File: src/rtl/mux_arb_nxw.sv
// ============================================================================
//  Module   : mux_arb_nxw
//  Purpose  : N-channel, W-bit registered mux with valid/ready handshake and
//             a direct-select or round-robin grant. The optional transfer
//             counter port xfer_count is built when MUX_ARB_STATS_EN is defined.
//  Revision : 1.0
// ============================================================================
`default_nettype none

module mux_arb_nxw #(
    parameter int WIDTH    = 8,
    parameter int CHANNELS = 8,
    localparam int SEL_W   = $clog2(CHANNELS)
) (
    input  logic                      clock,
    input  logic                      reset,
    input  logic [CHANNELS*WIDTH-1:0] in_data,
    input  logic [CHANNELS-1:0]       in_valid,
    output logic [CHANNELS-1:0]       in_ready,
    input  logic                      mode,
    input  logic [SEL_W-1:0]          select,
    output logic [WIDTH-1:0]          out_data,
    output logic [SEL_W-1:0]          out_channel,
    output logic                      out_valid,
    input  logic                      out_ready
`ifdef MUX_ARB_STATS_EN
    ,
    output logic [15:0]               xfer_count
`endif
);

    localparam logic [SEL_W:0]   CH_LIMIT = (SEL_W + 1)'(CHANNELS);
    localparam logic [SEL_W-1:0] PTR_INIT = SEL_W'(CHANNELS - 1);

    logic [WIDTH-1:0]    data_q,    data_d;
    logic [SEL_W-1:0]    chan_q,    chan_d;
    logic                valid_q,   valid_d;
    logic [SEL_W-1:0]    rr_ptr_q,  rr_ptr_d;

    logic                accept;
    logic                dir_any;
    logic                rr_any;
    logic [SEL_W-1:0]    rr_idx;
    logic                grant_any;
    logic [SEL_W-1:0]    grant_idx;
    logic [CHANNELS-1:0] grant_onehot;

    assign accept = !valid_q || out_ready;

    // Out-of-range select is rejected before the in_valid lookup can matter.
    assign dir_any = ({1'b0, select} < CH_LIMIT) && in_valid[select];

    // Round-robin search starts just after the last granted channel and wraps.
    always_comb begin
        int k;
        rr_any = 1'b0;
        rr_idx = '0;
        k      = 0;
        for (int i = 1; i <= CHANNELS; i++) begin
            k = int'(rr_ptr_q) + i;
            if (k >= CHANNELS) begin
                k = k - CHANNELS;
            end
            if (!rr_any && in_valid[k]) begin
                rr_any = 1'b1;
                rr_idx = k[SEL_W-1:0];
            end
        end
    end

    always_comb begin
        grant_any    = 1'b0;
        grant_idx    = '0;
        grant_onehot = '0;
        if (mode) begin
            grant_any = rr_any;
            grant_idx = rr_idx;
        end else begin
            grant_any = dir_any;
            grant_idx = select;
        end
        if (grant_any) begin
            grant_onehot = CHANNELS'(1) << grant_idx;
        end
    end

    // Reset gating keeps in_ready low even while the output stage is empty.
    assign in_ready = (accept && !reset) ? grant_onehot : '0;

    always_comb begin
        data_d   = data_q;
        chan_d   = chan_q;
        valid_d  = valid_q;
        rr_ptr_d = rr_ptr_q;
        if (accept) begin
            valid_d = grant_any;
            if (grant_any) begin
                data_d = in_data[grant_idx*WIDTH +: WIDTH];
                chan_d = grant_idx;
                if (mode) begin
                    rr_ptr_d = grant_idx;
                end
            end
        end
    end

    always_ff @(posedge clock) begin
        if (reset) begin
            data_q   <= '0;
            chan_q   <= '0;
            valid_q  <= 1'b0;
            rr_ptr_q <= PTR_INIT;
        end else begin
            data_q   <= data_d;
            chan_q   <= chan_d;
            valid_q  <= valid_d;
            rr_ptr_q <= rr_ptr_d;
        end
    end

    assign out_data    = data_q;
    assign out_channel = chan_q;
    assign out_valid   = valid_q;

`ifdef MUX_ARB_STATS_EN
    logic [15:0] cnt_q, cnt_d;

    always_comb begin
        cnt_d = cnt_q;
        if (accept && grant_any && (cnt_q != 16'hFFFF)) begin
            cnt_d = cnt_q + 16'd1;
        end
    end

    always_ff @(posedge clock) begin
        if (reset) begin
            cnt_q <= '0;
        end else begin
            cnt_q <= cnt_d;
        end
    end

    assign xfer_count = cnt_q;
`endif

endmodule

`default_nettype wire

File: config.mk
export PLATFORM = sky130hd
export DESIGN_NAME = mux_arb_nxw
export DESIGN_NICKNAME = d
export VERILOG_FILES = /design/src/rtl/mux_arb_nxw.sv
export SDC_FILE = /design/constraint.sdc
export NUM_CORES = 1
export LEC_CHECK = 0
export BUFFER_PORTS_ARGS = -buffer_cell sky130_fd_sc_hd__buf_2
export CAP_MARGIN = 0
export CORE_UTILIZATION = 53
export CTS_CLUSTER_DIAMETER = 30
export CTS_CLUSTER_SIZE = 14
export DETAILED_ROUTE_END_ITERATION = 10
export HOLD_SLACK_MARGIN = 0.03
export PLACE_DENSITY = 0.87
export SLEW_MARGIN = 20
export SYNTH_ARGS = -nofsm -noshare
export SYNTH_HDL_FRONTEND = slang
export SYNTH_SLANG_ARGS = --single-unit
File: constraint.sdc
create_clock -name clock -period 10 [get_ports clock]
set_input_delay 2 -clock clock [delete_from_list [all_inputs] [get_ports clock]]
set_output_delay 2 -clock clock [all_outputs]
set_load 0.02 [all_outputs]
==> results.json <==
{
  "cts_max_level": 1,
  "setup_viol": 0,
  "synth_edf_count": 0,
  "arrival_ps": 5500,
  "relSlewSlack_pct": 39.4,
  "syn-num-nets": 342,
  "postCtsSetupBuffers": 0,
  "cts_hold_buffers": 0,
  "power.ir.vdd_worst_v": 0.000158,
  "r2r_setup_slack_ps": 4670,
  "root_buffer": "clkbuf_8",
  "worstMarginPinSlew_ps": 908,
  "coreArea_sq_um": 4350,
  "min_period_ps": 7500,
  "die_w_microns": 69.2,
  "critPathCapture": "in_ready[0]",
  "gr-total-overflow": 0,
  "syn2layout_area_growth_pct": 21.6,
  "crit_fanout": 20,
  "rsz0062_at_grt": "false",
  "grt_pass1_wl_microns": 11200,
  "dieArea_sq_um": 4790,
  "power_w": 0.000790,
  "numCtsBuffers": 3,
  "port-buffer-count": 98,
  "wirelength_microns": 6820,
  "max_freq_ghz": 0.133,
  "pre_cts_ws_ps": 2660,
  "clk_transition_reported_paths_ps": 60,
  "worstPathCellList": "inv_1 -> ha_1 -> mux2_2 -> nor3_1 -> a211o_1 -> and4_4 -> nand3_1 -> a2bb2oi_1 -> mux2i_1 -> nor3b_1 -> buf_4 -> nand2_1 -> nor2_1 -> buf_2",
  "yosysMostFrequentCell": "mux2i_1",
  "ys_ff_latch": 15,
  "maxCapViolCount": 0,
  "clk_latency_ps": 250,
  "ff_latch_area_sq_um": 300,
  "detail-route-antenna-nets": 0,
  "async_flop_share_pct": 0,
  "timing.rr.start": "rr_ptr_q[1]",
  "cpMaxStageDelayCell": "dfxtp_1",
  "required_ps": 8000,
  "power.leakage_nw": 1.40,
  "layout-drive-gt1-share_pct": 44.1,
  "fin_worst_skew_ps": 2.07,
  "hold_viol": 0,
  "r2r_cells": 13,
  "hold-worst-slack_ps": 488,
  "rows": 24,
  "yosysSeqAreaShare_pct": 12.5,
  "gp_congestion": 0.978,
  "p_per_area_nw_per_um2": 271,
  "yosysUniqueCellTypes": 60,
  "vias_per_cell": 6.24,
  "drv_slew": 0,
  "final_nets": 429,
  "antenna_found_initial": 0,
  "multi_input_area_sq_um": 1960,
  "yosysTopAreaCellShare_pct": 16.7,
  "place_hpwl_microns": 5400,
  "routed-via-count": 2489,
  "tritoncts": "done",
  "clock-sinks": 15,
  "grt_use_total_pct": 28.7,
  "crit_type": "reg -> out",
  "critPathBufInv": 3,
  "r2r-end": "out_data[6]",
  "startpoint_type": "register",
  "cp-end-kind": "output pin",
  "cts_resized": 0,
  "first_pass_iters": 4,
  "status": "complete, no violations",
  "cp-startpoint": "rr_ptr_q[1]",
  "synth_top_cells_by_count": "mux2i_1 (40), nand2_1 (18), dfxtp_1 (15), mux2_2 (15), nor2_1 (13)",
  "drtIter0Drc": 251,
  "critical-path-top-delay-family": "simple AND/OR/NAND/NOR gates",
  "synth_top_cell_by_area": "mux2i_1",
  "synth_ff_type": "dfxtp_1",
  "ys_top_cells_by_area": "mux2i_1 (17%), dfxtp_1 (13%), mux4_2 (11%)",
  "hp-class": "reg -> reg",
  "grt_max_degree": 35,
  "finalCritPeriodShare_pct": 75.0,
  "clk_path_buf_depth": 2,
  "cp.depth": 14,
  "grt_pass1_vias": 2442,
  "num_io_pins": 99,
  "fin_tns_setup_ps": 0,
  "yosysWarnings": 0,
  "die_h_microns": 69.2,
  "route.detailed.drc": 0,
  "setup_ws_ps": 2500,
  "synthesis.area_sq_um": 2390,
  "fill_cells": 329,
  "start_util_pct": 55.0,
  "wl_per_cell_microns": 17.1,
  "synthCells": 261,
  "syn_avg_cell_area_sq_um": 9.17,
  "slowest_delay_ps": 910,
  "num_antenna_cells": 0
}
[cell usage in the layout (no fill, tap or decap), drive strengths merged, types with 4 or more instances in the layout]
master and instances:
a211oi 4, a21oi 12, a221o 10, a22o 9, and2 6, buf 101
dfxtp 15, inv 8, mux2 23, mux2i 41, mux4 12, nand2 18
nand2b 5, nand3 5, nor2 13, nor3 7, o21ai 8
[metrics by stage]
step	instances	util, %	cell area (sq um)
floorplan	261	-	2390
global placement	395	65.8	2870
detailed placement	395	65.8	2870
CTS	399	66.9	2910
global route	399	66.9	2910
finish	399	66.9	2910
[flip-flops by register name, indices dropped and copies added, names as in the netlist]
register and count:
out_channel 3, out_data 8, out_valid 1, rr_ptr_q 3
[worst min-delay path by stage]
stage,start,to,slack [ps],depth (start not counted)
final,out_data[2],out_data[2],490,1
after global routing,out_data[2],out_data[2],500,1
after CTS,out_data[1],out_data[1],490,1
after detailed placement,out_data[2],out_data[2],470,1
after global placement,out_channel[2],out_channel[2],460,2
after floorplan,out_valid,out_valid,570,2
[layout make-up]
| class | count | area share [%] |
|---|---|---|
| multi-input combinational | 219 | 67.2 |
| timing repair buffer | 101 | 17.6 |
| sequential | 15 | 10.3 |
| tap | 52 | 2.23 |
| clock buffer | 3 | 1.42 |
| inverter | 8 | 1.03 |
| clock inverter | 1 | 0.172 |
[logic make-up (layout without fill, tap and decap cells)]
group                      after synthesis  in the layout  synth area share, %
muxes                                   76             76                 40.2
AOI/OAI and AO/OA                       66             66                 22.2
buffers and inverters                   27            113                 5.70
and+or+nand+nor                         69             69                 15.4
xor gates and xnor gates                 6              6                 2.98
DFF                                     15             15                 12.5
adders and majority gates                2              2                 1.05
[layer usage]
layer	GRT usage [%]	share of wire, %	vias to the layer above
li1	-	-	1189
met1	35.3	40	1186
met2	49.4	52	106
met3	5.67	6.5	8
met4	10.4	1.2	0
met5	0	0	-
[where the power goes]
part	internal (W)	total, W	switching (W)
Clock	0.0000276	0.0000506	0.0000230
Sequential	0.0000838	0.000110	0.0000262
Combinational	0.000284	0.000629	0.000346
Total	0.000395	0.000790	0.000395
Note: power is estimated with default switching activity, not from simulation.
